## config.mk

```make
export PLATFORM = sky130hd
export DESIGN_NAME = d_sram_like_bridge
export DESIGN_NICKNAME = d
export VERILOG_FILES = /design/src/rtl/d_sram_like_bridge.sv
export SDC_FILE = /design/constraint.sdc
export NUM_CORES = 1
export LEC_CHECK = 0
export ABC_AREA = 0
export CORE_MARGIN = 2
export CORE_UTILIZATION = 30
export CTS_CLUSTER_DIAMETER = 80
export DETAILED_ROUTE_END_ITERATION = 6
export PLACE_DENSITY = 0.86
export RECOVER_POWER = 100
export SLEW_MARGIN = 15
export SYNTH_ARGS = -nofsm -noshare
export SYNTH_HDL_FRONTEND = slang
export SYNTH_SLANG_ARGS = --single-unit
```

## constraint.sdc

```tcl
create_clock -name clk -period 2.9 [get_ports clk]
set_input_delay 0.87 -clock clk [delete_from_list [all_inputs] [get_ports clk]]
set_output_delay 0.87 -clock clk [all_outputs]
set_load 0.03 [all_outputs]
```

## src/rtl/d_sram_like_bridge.sv

```systemverilog
// Bridges the CPU data-side SRAM port onto the sram-like req/addr_ok/data_ok bus,
// stalling the pipeline until each access completes and holding the read result.
module d_sram_like_bridge #(
  parameter logic KSEG_MAP = 1'b1
) (
  input  logic        clk,
  input  logic        rst,
  input  logic        cpu_en,
  input  logic [3:0]  cpu_wen,
  input  logic [1:0]  cpu_size,
  input  logic [31:0] cpu_addr,
  input  logic [31:0] cpu_wdata,
  output logic [31:0] cpu_rdata,
  output logic        cpu_stall,
  input  logic        cpu_longest_stall,
  output logic        data_req,
  output logic        data_wr,
  output logic [1:0]  data_size,
  output logic [3:0]  data_wen,
  output logic [31:0] data_addr,
  output logic [31:0] data_wdata,
  input  logic [31:0] data_rdata,
  input  logic        data_addr_ok,
  input  logic        data_data_ok
);

  typedef enum logic [1:0] {
    S_IDLE,
    S_REQ,
    S_WAIT,
    S_DONE
  } state_t;

  state_t      r_state;
  state_t      w_next;
  logic [31:0] r_rdata;
  logic        w_kseg;

  always_ff @(posedge clk) begin
    if (rst) begin
      r_state <= S_IDLE;
      r_rdata <= '0;
    end else begin
      r_state <= w_next;
      // Captured on every completion, writes included.
      if (r_state == S_WAIT && data_data_ok) begin
        r_rdata <= data_rdata;
      end
    end
  end

  always_comb begin
    w_next = r_state;
    case (r_state)
      S_IDLE: begin
        if (cpu_en) begin
          w_next = data_addr_ok ? S_WAIT : S_REQ;
        end
      end
      S_REQ: begin
        if (data_addr_ok) begin
          w_next = S_WAIT;
        end
      end
      S_WAIT: begin
        if (data_data_ok) begin
          w_next = S_DONE;
        end
      end
      S_DONE: begin
        if (!cpu_longest_stall) begin
          w_next = S_IDLE;
        end
      end
      default: w_next = S_IDLE;
    endcase
  end

  // Request and stall are suppressed while reset is held so nothing leaks onto the bus.
  assign data_req  = !rst && ((r_state == S_IDLE && cpu_en) || r_state == S_REQ);
  assign cpu_stall = !rst && cpu_en && (r_state != S_DONE);
  assign cpu_rdata = r_rdata;

  assign w_kseg     = KSEG_MAP && (cpu_addr[31:30] == 2'b10);
  assign data_addr  = w_kseg ? {3'b000, cpu_addr[28:0]} : cpu_addr;
  assign data_wr    = |cpu_wen;
  assign data_wen   = cpu_wen;
  assign data_size  = cpu_size;
  assign data_wdata = cpu_wdata;

endmodule

```

==> reports/qor_table.md, run 1 <==
| Step | Item | This run |
|---|---|---|
| run status | Result of the run | finished clean |
| sta | Period utilization | 99.21% |
| logic synthesis | Synthesized area | 1919 um^2 |
| sta | Maximum clock rate | 347.6 MHz |
| global routing | Total gr overflow | 0 |
| die | Std-Cell Rows | 29 |
| logic synthesis | Simple-gate share of the synthesized area | 15.97% |
| clock network | Count of H-tree levels built during CTS | 2 |
| critical path | Critical Path Start Type | input port |
| die | Die outline area | 7053 um^2 |
| drt | Detailed Route Iter0 Violations | 34 |
| clock network | Number of clock buffers inserted by TritonCTS | 5 |
| critical path | CP top delay family | buffers and inverters |
| drt | Total routed wirelength | 3937 um |
| clock network | CTS tree | built |
| power and ir drop | Switching fraction of total power | 35.69% |
| critical path | Required arrival time at the worst endpoint | 2030 ps |
| logic synthesis | Cells taking the most area after synthesis | dfxtp_1 (35%), buf_4 (27%), nand2_1 (13%), a21oi_1 (6.5%), a21oi_2 (4.1%) |
| power and ir drop | Largest vdd supply drop | 0.2924 mV |
| logic synthesis | Main combinational cell family by area after synthesis | buffers and inverters |
| logic synthesis | Share of cell area taken by muxes after synthesis | 1.825% |
| power and ir drop | Net load switching power | 0.5317 mW |
| placement | RePlAce Congestion | 0.6402 |
| drt | Router iterations before antenna repair | 3 |
| critical path | Worst path bufs/invs | 2 |
| logic synthesis | Synthesized area per cell | 8.064 um^2 |
| sta | Pins Over Slew Limit | 0 |
| sta | Setup violators final | 0 |
| critical path | Critical path capture point type | output port |
| die | Top-level port count | 213 |
| flow run | Max-cap viol count | 0 |
| drt | Remaining DRCs | 0 |
| clock network | Clock Path Buffers | 2 |
| global routing | Initial antenna violation count | 0 |
| sta | Rel. slew slack | 48.32% |
| logic synthesis | Share of the synthesized area in the top cell type | 35.46% |
| clock network | Skew-Pair Late Insertion Delay | 280 ps |
| die | Die X | 83.99 um |
| sta | Pin slew with the least headroom to its limit | 775.2 ps |
| power and ir drop | Combinational group share of total power | 38.1% |
| logic synthesis | Most used DFF post-synth | dfxtp_1 |
| logic synthesis | Synthesis warning total | 0 |
| clock network | Library cell used as clock root buffer | clkbuf_8 |
| final layout | Number of cells in the finished layout apart from fillers | 336 |
| die | CORE AREA | 6277 um^2 |
| placement | Detailed Place HPWL | 3048 um |
| final layout | Total inserted antenna cells | 0 |
| critical path | Critical Setup Path Class | in -> out |
| logic synthesis | Post-Synth XOR/XNOR Area | 0% |
| logic synthesis | Post-synthesis instance total | 238 |
| global routing | Total routing resource utilization after global routing | 11.31% |
| drt | Met1 wire length | 1539 um |
| critical path | Cells along the critical path | clkdlybuf4s50_1 > clkdlybuf4s50_1 |
| clock network | Cts-stage hold buffer count | 0 |
| critical path | Most common cell type on the critical path | clkdlybuf4s50_1 |
| drt | Routed length per instance | 11.72 um |
| logic synthesis | Async set-reset flop share out of synthesis | 0% |
| power and ir drop | Sequential fraction of design power | 38.0% |
| logic synthesis | Sequential area share after synthesis | 35.46% |
| logic synthesis | Compound-Gate Fraction of Synth Area | 12.06% |
| power and ir drop | Power per unit of standard cell area | 637.4 nW/um^2 |
| sta | Final hold violation count | 0 |
| global routing | Wire length of the first global-routing pass | 6506 um |
| clock network | Num Clock Sinks | 34 |
| die | Die Y-Extent | 83.99 um |
| critical path | Arr. time, crit path | 2010 ps |
| sta | Post-Route Hold Slack | 450.4 ps |
| logic synthesis | Number of synthesized flops with an enable pin | 0 |
| critical path | Maximum fanout along the worst path | 2 |
| final layout | Ratio of cells with drive above 1 in the final layout | 7.722% |
| clock network | Setup Fix Bufs, Post-CTS | 0 |
| power and ir drop | Reported leakage power | 0.9281 nW |
| drt | Number of vias per cell | 4.443 |
| clock network | Clock slew at reported path FFs | 70 ps |
| drt | Via Count | 1,493 |
| global routing | Vias in the first global route | 1,513 |
| logic synthesis | Number of storage elements in the synthesis netlist | 34 |
| drt | Length of routed met2 wiring | 1811 um |
| drt | Met3 WL post-DR | 448 um |
| logic synthesis | Library cell with the highest instance count after synthesis | buf_4 |
| drt | Highest routing layer actually used | met4 |
| power and ir drop | Cell internal power dissipation | 0.9580 mW |
| die | Initial standard-cell utilization of the core | 30.58% |
| critical path | Critical path's largest stage delay | 660 ps |
| logic synthesis | Fraction of the mapped netlist area in adder cells | 3.259% |
| sta | RSZ-0062 raised after global routing | no |
| drt | DRT antenna net count | 0 |
| sta | Minimum clock period after layout | 2877 ps |
| logic synthesis | Syn_nets | 351 |
| final layout | Nets@finish | 371 |
| logic synthesis | Commonest cells in the synthesized netlist | buf_4 (68), nand2_1 (66), dfxtp_1 (34), a21oi_1 (25), a21oi_2 (9) |
| sta | Post-route setup TNS | 0 ps |
| sta | Largest clock skew in the final design | 7.724 ps |
| power and ir drop | Clock group share of total power | 23.9% |
| placement | Number of I/O port buffers | 86 |
| logic synthesis | Cell taking the most area after synthesis | dfxtp_1 |
| global routing | Maximum number of pins on one net before global-route repair | 19 |
| final layout | Synth-to-Final Area Change | 21.77% |
| placement | Count of placed standard cells including taps | 328 |
| critical path | Slowest cell on crit path | clkdlybuf4s50_1 |
| placement | Dpl ws | -381.3 ps |
| logic synthesis | Library cells used by synthesis | 21 |
| sta | Least setup slack across all paths after layout | 23.03 ps |
| worst hold path | Type of the most critical hold path | reg -> reg |
==> power by group through the flow <==
stage	clock (mW)	sequential, mW	combinational (mW)
6_report	0.356	0.567	0.567
5_1_grt	0.394	0.576	0.629
4_1_cts	0.378	0.569	0.620
3_5_place_dp	0	0.579	0.616
2_1_floorplan	0	0.678	0.460
3_3_place_gp	0	0.578	0.603
==> state kept, by name (all words and copies together) (netlist names) <==
| register | flops |
|---|---|
| cpu_rdata | 32 |
| r_state | 2 |
==> stage by stage <==
stage | power, mW | utilization, % | instance area [um^2]
final | 1.490 | 37.23 | 2337
after global routing | 1.599 | 37.23 | 2337
after CTS | 1.567 | 38.27 | 2402
after detailed placement | 1.195 | 36.89 | 2316
after global placement | 1.181 | 36.89 | 2316
after floorplan | 1.138 | - | 1919
==> worst reg2reg max path, delay by kind of cell, from the launching register on <==
kind | cells | cell delay, ps
adders and majority gates | 1 | 210
DFF | 1 | 340
AOI/OAI and AO/OA | 1 | 140
and+or+nand+nor | 2 | 330
buffers and inverters | 2 | 720
==> layout make-up <==
cell class	count	area, um^2
Inverter	4	15.01
Sequential cell	34	680.7
Fill cell	664	3940
Timing Repair Buffer	92	839.6
Clock inverter	1	5.005
Clock buffer	7	86.33
Multi-Input combinational cell	121	614.3
Tap cell	77	96.34
==> worst paths after layout <==
kind	slack, ps	endpoint	start	cells after the start
worst max register to register	1090	cpu_rdata[25]	r_state[0]	6
worst min-delay path	450	cpu_rdata[11]	cpu_rdata[11]	2
worst min register to register	450	cpu_rdata[11]	cpu_rdata[11]	2
worst max-delay path	20	data_wen[2]	cpu_wen[2]	2
==> logic make-up (layout without fill, tap and decap cells) <==
group,count (synthesis),in the layout
buf+inv,83,104
mux,3,3
compound gates,37,37
flops,34,34
fa+ha+maj,5,5
simple gates,76,76
==> per-layer routing <==
metal / global-route usage [%] / vias up
li1: - / 724
met1: 11.56 / 669
met2: 18.25 / 73
met3: 5.341 / 27
met4: 7.771 / 0
met5: 0 / -
==> what timing repair did <==
action | CTS | global route
gates cloned | 0 | 0
setup endpoints to repair | 1 | 3
gates resized for setup | 5 | 3
==> layout by cell type, fill, tap and decap left out, drive strengths merged, types with 2 or more instances in the layout <==
| cell | count |
|---|---|
| nor2 | 3 |
| nand2b | 2 |
| dlygate4sd3 | 34 |
| nand2 | 66 |
| a21oi | 34 |
| clkbuf | 17 |
| buf | 6 |
| and2 | 2 |
| dfxtp | 34 |
| mux2i | 2 |
| clkdlybuf4s50 | 42 |
| inv | 4 |
| ha | 5 |
Note: power is estimated with default switching activity, not from simulation.
==> run 2: changes to the inputs <==
GPL_TIMING_DRIVEN = 1   (was default)
==> results of run 2 <==
Final layout, timing and power as in run 1 (identical DEF).
